`src/rtl/wishbone_bus_arbiter_pkg.sv`:
```
// Shared Wishbone types for the CPU bus fabric: bus widths, the arbiter
// state encoding and the two-master priority pick.
package cva5_types;

  localparam int WB_ADR_W = 30;
  localparam int WB_DAT_W = 32;
  localparam int WB_SEL_W = 4;

  typedef enum logic [1:0] {
    IDLE   = 2'd0,
    GRANT0 = 2'd1,
    GRANT1 = 2'd2,
    ABORT  = 2'd3
  } arb_state_t;

  // Returns the master to grant (0 or 1) when at least one cyc is high.
  // On a tie, round-robin picks the master that did not win last time,
  // otherwise m0 always wins.
  function automatic logic pick_winner(input logic cyc0,
                                       input logic cyc1,
                                       input logic last_grant,
                                       input logic round_robin);
    if (cyc0 && cyc1) begin
      return round_robin ? ~last_grant : 1'b0;
    end
    return cyc1;
  endfunction

endpackage

```
`src/rtl/wishbone_bus_arbiter.sv`:
```
// Two-master Wishbone arbiter (m0 = instruction, m1 = data) sharing one
// slave port. The grant is registered, so a new owner only reaches the slave
// one cycle after its cyc is sampled in IDLE. A per-grant watchdog aborts a
// cycle whose slave never answers, reporting err to the owning master.
module wishbone_bus_arbiter
  import cva5_types::*;
#(
  parameter int TIMEOUT_CYCLES = 255,
  parameter int ROUND_ROBIN    = 1
) (
  input  logic                clk,
  input  logic                rst,

  input  logic [WB_ADR_W-1:0] m0_adr,
  input  logic [WB_DAT_W-1:0] m0_dat_w,
  input  logic [WB_SEL_W-1:0] m0_sel,
  input  logic                m0_cyc,
  input  logic                m0_stb,
  input  logic                m0_we,
  input  logic [2:0]          m0_cti,
  input  logic [1:0]          m0_bte,
  output logic [WB_DAT_W-1:0] m0_dat_r,
  output logic                m0_ack,
  output logic                m0_err,

  input  logic [WB_ADR_W-1:0] m1_adr,
  input  logic [WB_DAT_W-1:0] m1_dat_w,
  input  logic [WB_SEL_W-1:0] m1_sel,
  input  logic                m1_cyc,
  input  logic                m1_stb,
  input  logic                m1_we,
  input  logic [2:0]          m1_cti,
  input  logic [1:0]          m1_bte,
  output logic [WB_DAT_W-1:0] m1_dat_r,
  output logic                m1_ack,
  output logic                m1_err,

  output logic [WB_ADR_W-1:0] s_adr,
  output logic [WB_DAT_W-1:0] s_dat_w,
  output logic [WB_SEL_W-1:0] s_sel,
  output logic                s_cyc,
  output logic                s_stb,
  output logic                s_we,
  output logic [2:0]          s_cti,
  output logic [1:0]          s_bte,
  input  logic [WB_DAT_W-1:0] s_dat_r,
  input  logic                s_ack,
  input  logic                s_err
);

  // A zero TIMEOUT_CYCLES disables the watchdog; keep a 1-bit counter then
  // so the declarations stay legal.
  localparam bit TIMEOUT_EN = (TIMEOUT_CYCLES > 0);
  localparam int CNT_W      = TIMEOUT_EN ? $clog2(TIMEOUT_CYCLES + 1) : 1;
  localparam logic [CNT_W-1:0] CNT_LIMIT = CNT_W'(TIMEOUT_CYCLES);

  arb_state_t       state_reg, state_next;
  logic             last_grant_reg, last_grant_next;
  logic             abort_owner_reg, abort_owner_next;
  logic [CNT_W-1:0] tmo_cnt_reg, tmo_cnt_next;

  logic granted;
  logic sel_m1;
  logic own_cyc;
  logic own_stb;
  logic abort_cyc;
  logic timeout_hit;

  // Decode the registered state into mux selects and the expiry condition.
  // A slave answer in the expiry cycle wins over the abort.
  always_comb begin
    granted     = (state_reg == GRANT0) || (state_reg == GRANT1);
    sel_m1      = (state_reg == GRANT1);
    own_cyc     = sel_m1 ? m1_cyc : m0_cyc;
    own_stb     = sel_m1 ? m1_stb : m0_stb;
    abort_cyc   = abort_owner_reg ? m1_cyc : m0_cyc;
    timeout_hit = TIMEOUT_EN && granted && own_cyc &&
                  (tmo_cnt_reg == CNT_LIMIT) && !s_ack && !s_err;
  end

  // Grant mux: request lines follow the owner (m0 when nobody owns the bus),
  // responses only reach the owner, read data is broadcast.
  always_comb begin
    s_adr    = sel_m1 ? m1_adr   : m0_adr;
    s_dat_w  = sel_m1 ? m1_dat_w : m0_dat_w;
    s_sel    = sel_m1 ? m1_sel   : m0_sel;
    s_we     = sel_m1 ? m1_we    : m0_we;
    s_cti    = sel_m1 ? m1_cti   : m0_cti;
    s_bte    = sel_m1 ? m1_bte   : m0_bte;
    s_cyc    = granted && own_cyc && !timeout_hit;
    s_stb    = granted && own_stb && !timeout_hit;
    m0_dat_r = s_dat_r;
    m1_dat_r = s_dat_r;
    m0_ack   = (state_reg == GRANT0) && s_ack;
    m1_ack   = (state_reg == GRANT1) && s_ack;
    m0_err   = (state_reg == GRANT0) && (s_err || timeout_hit);
    m1_err   = (state_reg == GRANT1) && (s_err || timeout_hit);
  end

  // Next-state logic: arbitration in IDLE, hold for the whole cycle while
  // granted, watchdog counting, and parking in ABORT until the owner lets go.
  always_comb begin
    state_next       = state_reg;
    last_grant_next  = last_grant_reg;
    abort_owner_next = abort_owner_reg;
    tmo_cnt_next     = tmo_cnt_reg;

    unique case (state_reg)
      IDLE: begin
        tmo_cnt_next = '0;
        if (m0_cyc || m1_cyc) begin
          last_grant_next = pick_winner(m0_cyc, m1_cyc, last_grant_reg,
                                        ROUND_ROBIN != 0);
          state_next      = last_grant_next ? GRANT1 : GRANT0;
        end
      end

      GRANT0, GRANT1: begin
        if (!own_cyc) begin
          state_next   = IDLE;
          tmo_cnt_next = '0;
        end else if (timeout_hit) begin
          state_next       = ABORT;
          abort_owner_next = sel_m1;
          tmo_cnt_next     = '0;
        end else if (s_ack || s_err) begin
          tmo_cnt_next = '0;
        end else if (own_stb && (tmo_cnt_reg != CNT_LIMIT)) begin
          tmo_cnt_next = tmo_cnt_reg + CNT_W'(1);
        end
      end

      ABORT: begin
        tmo_cnt_next = '0;
        if (!abort_cyc) begin
          state_next = IDLE;
        end
      end

      default: begin
        state_next   = IDLE;
        tmo_cnt_next = '0;
      end
    endcase
  end

  // State register; reset lands in IDLE with m0 favoured on the first tie.
  always_ff @(posedge clk or negedge rst) begin
    if (!rst) begin
      state_reg       <= IDLE;
      last_grant_reg  <= 1'b1;
      abort_owner_reg <= 1'b0;
      tmo_cnt_reg     <= '0;
    end else begin
      state_reg       <= state_next;
      last_grant_reg  <= last_grant_next;
      abort_owner_reg <= abort_owner_next;
      tmo_cnt_reg     <= tmo_cnt_next;
    end
  end

endmodule

```
`config.mk`:
```
export PLATFORM = sky130hd
export DESIGN_NAME = wishbone_bus_arbiter
export DESIGN_NICKNAME = d
export VERILOG_FILES = /design/src/rtl/wishbone_bus_arbiter_pkg.sv /design/src/rtl/wishbone_bus_arbiter.sv
export SDC_FILE = /design/constraint.sdc
export NUM_CORES = 1
export LEC_CHECK = 0
export ABC_AREA = 1
export CAP_MARGIN = 20
export CORE_AREA = 8 8 121 123
export DETAILED_ROUTE_END_ITERATION = 12
export DIE_AREA = 0 0 129 131
export HOLD_SLACK_MARGIN = 0.12
export SLEW_MARGIN = 20
export SYNTH_ARGS = -nofsm -noshare
export SYNTH_HDL_FRONTEND = slang
export SYNTH_SLANG_ARGS = --single-unit
export TNS_END_PERCENT = 50
```
`constraint.sdc`:
```
create_clock -name clk -period 3.6 [get_ports clk]
set_input_delay 0.36 -clock clk [delete_from_list [all_inputs] [get_ports clk]]
set_output_delay 0.36 -clock clk [all_outputs]
set_load 0.005 [all_outputs]
```
Word-level counts from Yosys, hierarchy flattened:

Cells that the tools add are included.

* $add $sub $neg: 1
* eq/ne operators: 9
* muxes and demuxes: 27
* bitwise operators: 1
* reductions and logical operators: 26

Operators with widths (number)
* 32-bit 2-to-1 mux: 1
* 8-bit 2-to-1 mux: 4
* 30-bit 2-to-1 mux: 1
* 8-bit one-hot mux with 2 select lines: 1
* 1-bit logical AND: 13
* 2-bit 2-to-1 mux: 6
* 1-bit 2-to-1 mux: 11
* 8-bit by 1-bit adder with 8-bit output (second input constant): 1
* 8-bit equality test (second input constant): 1
* 8-bit != test (second input constant): 1
* 2-bit one-hot mux with 3 select lines: 1
* 3-bit AND reduction: 2
* 5-bit != test (second input constant): 1
* 2-bit equality test (second input constant): 2
* 1-bit logical OR: 4
* 4-bit 2-to-1 mux: 1
* 2-bit != test (second input constant): 2
* 2-bit OR reduction: 2
* 1-bit zero test: 3
* 3-bit 2-to-1 mux: 1
* 3-bit != test (second input constant): 1
* 2-bit by 1-bit equality test with 1-bit output (second input constant): 1
* 2-bit zero test: 1
* 2-bit AND reduction: 1
* 1-bit NOT: 1

* register bits: 12
* input port bits: 184
* output and inout bits: 142
* word-level logic and storage cells: 68

Logic depth before layout (Yosys ltp):

* depth after elaboration: 10
* gate-level depth with buffers: 11
* gate-level depth less buffers: 11

Least setup slack after synthesis:

No wires, ideal clock.

* path type: register to output
* from: register state_reg[0]
* to: output port s_adr[0]
* data arrival time: 1311 ps
* required time: 3240 ps
* path slack: 1929 ps
* cell stages (with the launch flop): 8
* path buffers: 2
* path through: dfrtp_1 -> inv_1 -> ha_1 -> inv_2 -> clkbuf_1 -> buf_2 -> nand2_1 -> nand2_1

* word-level cells in the longest chain between the ends: 2

Ends and longest elaborated chain
* start: declaration: line wishbone_bus_arbiter.sv:57 `arb_state_t state_reg, state_next;`
* start signal: assignment: line wishbone_bus_arbiter.sv:155 `state_reg <= state_next;`
* 2-bit equality test: line wishbone_bus_arbiter.sv:73 `sel_m1 = (state_reg == GRANT1);`
* via sel_m1: line wishbone_bus_arbiter.sv:63 `logic sel_m1;`
* 30-bit 2-to-1 mux: line wishbone_bus_arbiter.sv:84 `s_adr = sel_m1 ? m1_adr : m0_adr;`
* end: declaration: line wishbone_bus_arbiter.sv:38 `output logic [WB_ADR_W-1:0] s_adr,`

The timed path passes the listed nets, and every way through them passes these cells.

Worst setup path in the final report:

* from: register state_reg[0]
* to: output port s_stb

* word-level cells in the longest chain between the ends: 8
* elaborated cells on any way between the ends: 12
* classes of those cells: 2 x eq/ne; 2 x mux; 8 x reduce/logical

Ends and longest elaborated chain
* 2-bit equality test (*): line wishbone_bus_arbiter.sv:73
* via sel_m1: line wishbone_bus_arbiter.sv:63
* 1-bit 2-to-1 mux / 1-bit logical OR (equally long branches): line wishbone_bus_arbiter.sv:74, wishbone_bus_arbiter.sv:72
* 1-bit logical AND (2 in series): line wishbone_bus_arbiter.sv:77 `timeout_hit = TIMEOUT_EN && granted && own_cyc &&`
* 1-bit logical AND (2 in series): line wishbone_bus_arbiter.sv:78 `(tmo_cnt_reg == CNT_LIMIT) && !s_ack && !s_err;`
* 1-bit zero test: line wishbone_bus_arbiter.sv:91 `s_stb = granted && own_stb && !timeout_hit;`
* 1-bit logical AND (*): line wishbone_bus_arbiter.sv:91
* end: declaration: line wishbone_bus_arbiter.sv:42 `output logic s_stb,`

The timed path passes the listed nets; every way through them passes the cells marked *.

==> flow_metrics.py <==
metrics = {
    "outcome": {
        "status": "completed",
    },
    "detailed_routing": {
        "firstDrtPassIters": 4,
        "ant_nets": 0,
        "wire_per_inst_um": 16.8,
        "route.detailed.drc": 0,
        "wl_um": 12700,
        "drt_iter0_drc": 114,
        "vias": 3013,
        "via_per_inst": 3.98,
    },
    "grt": {
        "grt_max_degree": 56,
        "grt_pass1_wl_um": 17800,
        "grt_antenna_before_repair": 0,
        "grt-ovfl-total": 0,
        "grt_pass1_vias": 3082,
        "grt_use_total_pct": 13.7,
    },
    "placement": {
        "port-buffer-count": 229,
        "dp_slack_ns": 0.764,
        "dp_hpwl_um": 11200,
        "place_congestion": 0.846,
    },
    "clock_tree": {
        "cts_buffers": 3,
        "post_cts_buffers": 0,
        "cts_sinks": 12,
        "path_clk_slew_ns": 0.05,
        "cts_root_buffer": "clkbuf_16",
        "ctsHoldBuffers": 0,
        "clock_latency_ns": 0.24,
        "tritoncts": "yes",
        "clockBufferDepth": 2,
        "post_cts_resized": 0,
        "h-tree-depth": 1,
    },
    "yosys": {
        "synth_seq_cells": 12,
        "netlist_instances": 425,
        "synth-compound-area-share_pct": 3.35,
        "synth-seq-area-share_pct": 13.2,
        "synth_fa_ha_area_share_pct": 3.30,
        "syn-mean-instance-area_sq_um": 5.36,
        "synthesis.nets": 615,
        "syn_area_sq_um": 2280,
        "muxShareOfSynthArea_pct": 0,
        "ys_warn_count": 0,
        "synth_xor_area_share_pct": 0,
        "ys_types": 26,
        "synth_top_family_by_area": "simple AND/OR/NAND/NOR gates",
        "synth_simple_gate_area_share_pct": 51.7,
    },
    "cells_and_area": {
        "diodes": 0,
        "largest_reg_flops": 8,
        "layout-drive-gt1-share_pct": 4.13,
        "syn_to_final_growth_pct": 91.8,
        "final_nets": 772,
    },
    "setup_path": {
        "cpMaxStageDelayCell": "clkdlybuf4s50_1",
        "worstSetupPathType": "flip-flop to primary output",
        "required_ns": 3.24,
        "critPathMaxFanout": 40,
        "worstSetupEndpointType": "primary output",
        "critPathMaxStageDelay_ns": 0.50,
        "path_cells": "inv_1 -> ha_2 -> buf_4 -> buf_4 -> nand2_1 -> nand2_1 -> nand3_1 -> inv_1 -> clkdlybuf4s50_1",
        "cp-start-kind": "flip-flop",
        "critPathArrivalTime_ns": 2.70,
    },
    "floorplan": {
        "die_h_um": 131,
        "start_util_pct": 17.7,
        "num_rows": 42,
        "ios": 326,
        "dieArea_sq_um": 16900,
        "coreArea_sq_um": 12900,
        "die_x_um": 129,
    },
    "sta": {
        "fin_crit_sh_pct": 84.9,
        "rsz0062_at_grt": "false",
        "hold_violations": 0,
        "max_freq_mhz": 327,
        "fin_ws_ns": 0.543,
        "setup_tns_ns": 0,
        "finalSetupViolCount": 0,
        "period_minus_slack_ns": 3.06,
        "final.setup_skew_ns": 0.00215,
        "max_slew_margin_pct": 60.4,
        "worst_pin_slew_ns": 0.591,
        "drv_slew": 0,
    },
    "min_path": {
        "hp-class": "input port to async pin",
    },
    "run": {
        "maxCapViolations": 0,
    },
    "pwr": {
        "vdd_ir_drop_max_mv": 0.167,
        "cellPowerDensity_nw_per_um2": 464,
        "p_leak_nw": 2.07,
    },
}
## stage by stage
| stage | std cells | power [W] | cell area (sq um) | utilization [%] | hold WS [ns] |
|---|---|---|---|---|---|
| after global placement | 753 | 0.00182 | 4280 | 33.2 | 0.478 |
| after global routing | 757 | 0.00221 | 4360 | 33.9 | 0.518 |
| after CTS | 757 | 0.00209 | 4360 | 33.9 | 0.505 |
| final | 757 | 0.00202 | 4360 | 33.9 | 0.498 |
| after floorplan | 425 | 0.000877 | 2280 | - | 0.0644 |
| after detailed placement | 753 | 0.00184 | 4280 | 33.2 | 0.497 |
## cell families after synthesis
logic type	after synthesis
and+or+nand+nor	288
DFF	12
AOI/OAI and AO/OA	14
buffers and inverters	105
adders and majority gates	6
## cell type report
type	count	area [sq um]
fill	1413	8510
clock buffer	4	88.8
multi-input combinational	308	1330
timing repair buffer	232	2330
tap	176	220
sequential	12	302
inverter	25	95.1
## worst max-delay path: cells and delay by family, from the launching register on
family                   cells  cell delay [ns]
buffers and inverters        5             1.46
flip-flops                   1             0.40
AND/OR/NAND/NOR              3             0.34
adder cells (fa/ha/maj)      1             0.20
## cells in the mapped netlist
master | instances | area (sq um)
clkinv_2 | 1 | 5.00
ha_1 | 6 | 75.1
and3_1 | 1 | 6.26
nand2_4 | 3 | 33.8
inv_1 | 23 | 86.3
nor2_2 | 3 | 18.8
buf_4 | 64 | 480
buf_2 | 8 | 40.0
nand3_4 | 1 | 17.5
buf_1 | 3 | 11.3
clkbuf_1 | 5 | 18.8
dfstp_2 | 1 | 26.3
nor3_1 | 1 | 5.00
nor2_1 | 8 | 30.0
nor2_4 | 2 | 22.5
o21ai_0 | 6 | 30.0
or2_2 | 1 | 6.26
dfrtp_1 | 11 | 275
o21bai_1 | 1 | 7.51
nand4_1 | 2 | 12.5
nand3_1 | 15 | 75.1
nand2_1 | 248 | 931
a21oi_1 | 6 | 30.0
a32oi_1 | 1 | 8.76
nand2_2 | 3 | 18.8
inv_2 | 1 | 3.75
## cell usage in the layout (no fill, tap or decap), drive strengths merged
master,count
nand2,254
clkdlybuf4s50,229
inv,24
nand3,16
nor2,13
dfrtp,11
a21oi,6
o21ai,6
ha,6
clkbuf,4
buf,3
nand4,2
clkinv,1
o21bai,1
a32oi,1
or2,1
and3,1
nor3,1
dfstp,1
## worst paths after layout
kind                                   endpoint  slack (ns)  depth (start not counted)      startpoint
min in group clk                 last_grant_reg        0.50                          2  last_grant_reg
worst max register to register   tmo_cnt_reg[2]        1.17                         10    state_reg[0]
worst max-delay path                      s_stb        0.54                          9    state_reg[0]
max in group asynchronous       abort_owner_reg        2.72                          1             rst
worst min-delay path             tmo_cnt_reg[0]        0.50                          1             rst
worst min register to register   last_grant_reg        0.50                          2  last_grant_reg
## per-layer routing
| layer | vias to the layer above | wire (um) | track usage, % |
|---|---|---|---|
| met1 | 1271 | 4460 | 13.6 |
| li1 | 1530 | - | - |
| met5 | - | 0 | 0 |
| met4 | 0 | 25 | 0.484 |
| met2 | 204 | 6890 | 26.8 |
| met3 | 8 | 1360 | 6.09 |
## power breakdown
part / switching [W] / internal, W / total, W / leakage (nW)
clock: 0.0000625 / 0.000168 / 0.000231 / 0.0442
combinational: 0.000769 / 0.000855 / 0.00162 / 1.86
sequential: 0.0000143 / 0.000156 / 0.000171 / 0.162
No activity file was read; power rests on OpenSTA's default activity.
